==> config.mk <==
export PLATFORM = sky130hd
export DESIGN_NAME = c1541_sd_arb
export DESIGN_NICKNAME = d
export VERILOG_FILES = /design/src/rtl/c1541_sd_arb.sv
export SDC_FILE = /design/constraint.sdc
export NUM_CORES = 1
export LEC_CHECK = 0
export ABC_AREA = 1
export BUFFER_PORTS_ARGS = -buffer_cell sky130_fd_sc_hd__clkbuf_2
export CORE_ASPECT_RATIO = 1.1
export CORE_MARGIN = 5
export CORE_UTILIZATION = 49
export DETAILED_ROUTE_END_ITERATION = 6
export PLACE_DENSITY_LB_ADDON = 0.08
export SLEW_MARGIN = 20
export SYNTH_ARGS = -nofsm -noshare
export SYNTH_HDL_FRONTEND = slang
export SYNTH_SLANG_ARGS = --single-unit
==> constraint.sdc <==
create_clock -name sd_clk -period 2.2 [get_ports sd_clk]
set_input_delay 0.22 -clock sd_clk [delete_from_list [all_inputs] [get_ports sd_clk]]
set_output_delay 0.22 -clock sd_clk [all_outputs]
set_load 0.02 [all_outputs]
==> src/rtl/c1541_sd_arb.sv <==
// c1541_sd_arb
// Shares one SD-card host sector port between two clients (e.g. two emulated
// 1541 drives). A client requests a sector with level rd/wr plus lba; the
// arbiter grants one client at a time, round robin on contention. It then
// forwards the request to the host and routes the host's ack, byte strobe and
// write data to the granted client only. sd_buff_addr and sd_buff_dout are
// wired host-to-clients outside this block.
//
// Ports
//   sd_clk, reset            clock, synchronous active-high reset
//   c_lbaN, c_rdN, c_wrN     client N sector address and level requests
//   c_ackN, c_buff_wrN       client N gated ack / byte strobe (XFER only)
//   c_dinN                   client N write data for the current buffer address
//   sd_lba, sd_rd, sd_wr     host request (registered)
//   sd_ack, sd_buff_wr       host transfer active / byte strobe
//   sd_buff_din              write data to host, muxed from the granted client
//   timeout_err              one-cycle pulse when the host never acks a request
module c1541_sd_arb #(
    parameter int unsigned TIMEOUT_W = 20
) (
    input  logic        sd_clk,
    input  logic        reset,
    input  logic [31:0] c_lba0,
    input  logic [31:0] c_lba1,
    input  logic        c_rd0,
    input  logic        c_rd1,
    input  logic        c_wr0,
    input  logic        c_wr1,
    output logic        c_ack0,
    output logic        c_ack1,
    input  logic [7:0]  c_din0,
    input  logic [7:0]  c_din1,
    output logic        c_buff_wr0,
    output logic        c_buff_wr1,
    output logic [31:0] sd_lba,
    output logic        sd_rd,
    output logic        sd_wr,
    input  logic        sd_ack,
    input  logic        sd_buff_wr,
    output logic [7:0]  sd_buff_din,
    output logic        timeout_err
);

    typedef enum logic [1:0] {StIdle, StReq, StXfer, StDone} state_t;

    state_t               state_q;
    logic                 grant_q;
    logic                 last_grant_q;
    logic                 dir_q;        // 1 = write
    logic [1:0]           armed_q;
    logic [31:0]          lba_q;
    logic [TIMEOUT_W-1:0] wd_q;
    logic                 sd_rd_q;
    logic                 sd_wr_q;
    logic                 timeout_q;

    logic        elig0;
    logic        elig1;
    logic        pick;
    logic        pick_wr;
    logic [31:0] pick_lba;
    logic        xfer;

    // A client must drop its request once before it can be granted again, so a
    // request still high after completion (slow synchronisers) is not re-served.
    assign elig0 = (c_rd0 | c_wr0) & armed_q[0];
    assign elig1 = (c_rd1 | c_wr1) & armed_q[1];

    always_comb begin
        pick = 1'b0;
        if (elig0 && elig1) begin
            pick = ~last_grant_q;
        end else if (elig1) begin
            pick = 1'b1;
        end
    end

    assign pick_wr  = pick ? c_wr1 : c_wr0;
    assign pick_lba = pick ? c_lba1 : c_lba0;

    always_ff @(posedge sd_clk) begin
        if (reset) begin
            state_q      <= StIdle;
            grant_q      <= 1'b0;
            last_grant_q <= 1'b1;
            dir_q        <= 1'b0;
            armed_q      <= 2'b11;
            lba_q        <= '0;
            wd_q         <= '0;
            sd_rd_q      <= 1'b0;
            sd_wr_q      <= 1'b0;
            timeout_q    <= 1'b0;
        end else begin
            timeout_q <= 1'b0;
            if (!c_rd0 && !c_wr0) armed_q[0] <= 1'b1;
            if (!c_rd1 && !c_wr1) armed_q[1] <= 1'b1;

            unique case (state_q)
                StIdle: begin
                    if (elig0 || elig1) begin
                        grant_q       <= pick;
                        lba_q         <= pick_lba;
                        dir_q         <= pick_wr;
                        armed_q[pick] <= 1'b0;
                        wd_q          <= '0;
                        state_q       <= StReq;
                    end
                end
                StReq: begin
                    if (sd_ack) begin
                        sd_rd_q <= 1'b0;
                        sd_wr_q <= 1'b0;
                        state_q <= StXfer;
                    end else if (wd_q == '1) begin
                        sd_rd_q      <= 1'b0;
                        sd_wr_q      <= 1'b0;
                        timeout_q    <= 1'b1;
                        last_grant_q <= grant_q;
                        state_q      <= StIdle;
                    end else begin
                        wd_q    <= wd_q + 1'b1;
                        sd_rd_q <= ~dir_q;
                        sd_wr_q <= dir_q;
                    end
                end
                StXfer: begin
                    if (!sd_ack) begin
                        last_grant_q <= grant_q;
                        state_q      <= StDone;
                    end
                end
                StDone: begin
                    state_q <= StIdle;
                end
                default: begin
                    state_q <= StIdle;
                end
            endcase
        end
    end

    assign xfer = (state_q == StXfer);

    assign sd_lba      = lba_q;
    assign sd_rd       = sd_rd_q;
    assign sd_wr       = sd_wr_q;
    assign timeout_err = timeout_q;

    assign c_ack0      = xfer & ~grant_q & sd_ack;
    assign c_ack1      = xfer &  grant_q & sd_ack;
    assign c_buff_wr0  = xfer & ~grant_q & sd_buff_wr;
    assign c_buff_wr1  = xfer &  grant_q & sd_buff_wr;
    assign sd_buff_din = xfer ? (grant_q ? c_din1 : c_din0) : 8'h00;

endmodule
# Word-level counts from Yosys, hierarchy flattened
# Cells that the tools add are included.
[word_totals] rom_bits=0 latch_bits=0 ram_bits=0 inputBits=88 out_inout_bits=47 regBits=62 mem_count=0
[op_classes] order_cmp=2 reduce_logical=17 muxes=32 mul=0 n_eq_ne=10 add_sub_neg=1 bitwise=16 shift=0 n_div=0
[op_table] operator="two-way mux 20 bit" count=3
[op_table] operator="case mux 20 bit (2 select lines)" count=1
[op_table] operator="two-way mux 32 bit" count=1
[op_table] operator="adder 20 x 1 -> 20 bit, second input constant" count=1
[op_table] operator="equality test 20 bit, second input constant" count=1
[op_table] operator="two-way mux 1 bit" count=16
[op_table] operator="two-way mux 8 bit" count=2
[op_table] operator="two-way mux 2 bit" count=6
[op_table] operator="inequality test 2 bit, second input constant" count=5
[op_table] operator="AND 1 bit" count=8
[op_table] operator="case mux 2 bit (4 select lines)" count=1
[op_table] operator="AND reduction 4 bit" count=2
[op_table] operator="equality test 2 bit, second input constant" count=2
[op_table] operator="logical AND 1 bit" count=4
[op_table] operator="zero test 1 bit" count=4
[op_table] operator="NOT 1 bit" count=4
[op_table] operator="nonzero test 2 bit" count=2
[op_table] operator="inequality test 3 bit, second input constant" count=1
[op_table] operator="AND reduction 3 bit" count=1
[op_table] operator="OR reduction 3 bit" count=1
[op_table] operator="AND 2 bit" count=1
[op_table] operator="equality test 2 x 1 -> 1 bit, second input constant" count=1
[op_table] operator="zero test 2 bit" count=1
[op_table] operator="< comparator 1 x 2 -> 1 bit, second input constant" count=1
[op_table] operator="7 further kinds" count=8

# Depth between registers and ports, before layout
[logic_depth] ltp_word=12 depth_mapped=11 mapped_depth_nobuf=11

# Worst setup path after synthesis
# No wires, ideal clock.
[synth_timing] path_type="register to output" start="register (tool-made name)" end="output sd_buff_din[0]" n_path_buf=1 arrival_time_ns=1.509 stages_incl_launch_ff=7 slack_ns=0.471 path_cell_list="dfxtp_1 inv_1 nor2_1 inv_1 or2_2 clkbuf_1 o21ai_0"
[synth_rtl] item="end: declaration" line="40" rtl="output logic [7:0] sd_buff_din,"

==> impl_metrics.ini <==
[power_and_ir_drop]
leakage_power_total_nw = 2.18
peakVddDrop_mv = 0.489
power_per_cell_area_nw_per_um2 = 771

[floorplan]
initial_utilization = 0.497
rows = 32
floorplan.die_area_um2 = 8860
num_io_pins = 135
dieHeight_um = 98.2
floorplan.core_area_um2 = 6970
dieWidth_um = 90.2

[cts]
ctsRootBufferMaster = clkbuf_8
cts_tree = yes
cts-resized-gates = 0
cts-buffers-inserted = 9
worst_skew_pair.late_latency_ns = 0.33
cts.reportedPaths.clkPinSlew_ns = 0.07
post_cts_setup_driven_buffer_insertion_count = 0
cts.sinks = 62
cts.hold.buffers_added = 0
htreeDepth = 3
clock_path_buffers = 2

[setup_path]
crit-reg2reg-launch = wd_q[1]
critPathRequiredTime_ns = 1.98
crit_type = flip-flop to output pin
r2r_slack_ns = 0.40
worstSetupStartpointType = flip-flop
setup.worst_path.end_class = output pin
timing.reg2reg.worst_path_depth = 11
worst-path-max-fanout = 9
crit_arrival_ns = 1.79

[grt]
grt_antenna_before_repair = 0
global_route_wire_length_before_repair_um = 17300
first_global_vias = 3722
globalRouteMet1Util = 0.279
grt_util_met3 = 0.0686
globalRouteOverflowTotal = 0
use_met2 = 0.401
track_usage = 0.233
grt_busiest_layer = met2
grt_start_max_net_pins = 41

[synthesis]
synth.distinct_cells = 31
postSynth.asyncResetShare = 0
synth_flop_cell = dfxtp_1
synth.largest_area_cell = dfxtp_1
yosysTopAreaCellShare = 0.358
ys_ff_latch = 62
synthCells = 533
yosys-top-cells-count = nand2_1 (150), nand3_1 (69), inv_1 (67)
synth.avg_cell_area_um2 = 6.50
yosys-top-cells-area = dfxtp_1 (36%), nand2_1 (16%), nand3_1 (10%)
synth-edff-count = 0
post-synth-top-count-cell = nand2_1
synthesis.nets = 622
ys_warn_count = 0
synth.cell_area_um2 = 3470
seq_area_frac_synth = 0.358

[sta]
totalNegativeSetupSlack_ns = 0
min_period_over_period = 0.915
final_hold_vio_count = 0
finalHoldWorstSlack_ns = 0.138
finalMaxSlewViolations = 0
grt_setup_unrepaired = false
fmax_mhz = 497
worst_clock_skew_ns = 0.0116
setup_viol = 0
final_period_minus_worst_setup_slack_ns = 2.01
worstMarginPinSlew_ns = 0.590
relSlewSlack = 0.607

[route]
length_of_the_first_detailed_routing_pass_in_iterations = 4
remaining_drc_errors = 0
detail-route-antenna-nets = 0
detail_route.wl_per_cell_um = 13.5
detail_route.vias_per_cell = 5.03
detailedRoute.firstIterationViolations = 161
routed-via-count = 3784
route.final.wire_length_um = 10200

[worst_hold_path]
min_path_cells = 3
hold_path_startpoint = c_lba0[3]
timing.hold.worst.class = primary input to flip-flop

[layout]
layout-area-overhead-vs-synth_pct = 26.5
fin_nets = 752
insertedDiodeCount = 0
fin_util = 0.629
finalNonFillerCells = 753
summed_area_of_non_filler_cells_in_the_final_layout_um2 = 4380
drive_gt1_frac = 0.280

[placed_design]
place.detailed.hpwl_um = 7790
port_buffers = 134
dpl-instance-area_um2 = 4200
finalWeightedCongestion = 0.915
place.detailed.instances = 737

[run]
maxCapViolations = 0

[outcome]
run_status = completed
[registers in the layout, indices dropped and copies added, names as in the netlist, named ones only]
register      cells
sd_rd             1
sd_wr             1
sd_lba           32
timeout_err       1
last_grant_q      1
state_q           1
wd_q             20
armed_q           2
grant_q           1
dir_q             1
[critical path: stages, from the launching register on]
cell and delay, ns:
dfxtp_1 0.40, inv_1 0.09, nor2_1 0.13, inv_1 0.09, or2_2 0.35, o21ai_0 0.20, clkbuf_2 0.20
[layer usage]
metal,part of all wire,vias to the layer above
met5,0,-
li1,-,1982
met2,0.49,103
met1,0.43,1687
met3,0.066,12
met4,0.014,0
[kinds of logic (layout without fill, tap and decap cells)]
group	count (synthesis)	in the layout	synth area share
fa+ha+maj	1	1	0.00361
flops	62	62	0.358
compound gates	64	64	0.121
buf+inv	101	236	0.123
simple gates	305	305	0.395
[final timing paths]
path | to
max | sd_buff_din[3]
min | sd_lba[3]
max reg2reg | wd_q[19]
min reg2reg | sd_wr
[area by class of cell]
class | instances | area [um2]
well taps | 85 | 106
repair buffers | 147 | 781
inverters | 73 | 274
fillers | 703 | 2580
multi-input cells | 370 | 1800
clock inverters | 4 | 47.5
flip-flops and latches | 62 | 1240
clock buffers | 12 | 135
[layout by cell type (no fill, tap or decap)]
master / synthesis / final
a21oi_2: 4 / 4
buf_12: 0 / 1
nand3_4: 1 / 1
o21bai_1: 1 / 1
o211ai_1: 29 / 29
clkbuf_8: 0 / 9
a31oi_1: 5 / 5
nor3_1: 3 / 3
clkbuf_1: 11 / 3
nor2_4: 3 / 3
clkinv_2: 0 / 2
dfxtp_1: 62 / 62
clkinv_1: 1 / 1
nand2_4: 2 / 2
clkbuf_2: 0 / 134
buf_4: 3 / 12
nand4_1: 16 / 16
nor3b_1: 2 / 2
o21ai_0: 13 / 13
clkinvlp_4: 0 / 1
bufinv_16: 0 / 1
nand2_1: 150 / 150
inv_2: 5 / 5
nand3_1: 69 / 69
o21ai_1: 1 / 1
nor2_2: 3 / 3
ha_1: 1 / 1
inv_1: 67 / 67
nand2_2: 6 / 6
nor3_2: 1 / 1
nor2_1: 47 / 47
a21oi_1: 10 / 10
or2_2: 2 / 2
a211oi_1: 1 / 1
[report_power, final]
| group | internal [mW] | switching, mW |
|---|---|---|
| sequential | 1.27 | 0.0962 |
| clock | 0.521 | 0.442 |
| combinational | 0.368 | 0.688 |
[stage by stage]
stage	setup WS, ns	total power [mW]
global placement	0.478	2.42
global route	0.00279	3.61
finish	0.186	3.38
CTS	0.191	3.41
detailed placement	0.398	2.45
floorplan	0.471	2.10
Note: power is estimated with default switching activity, not from simulation.
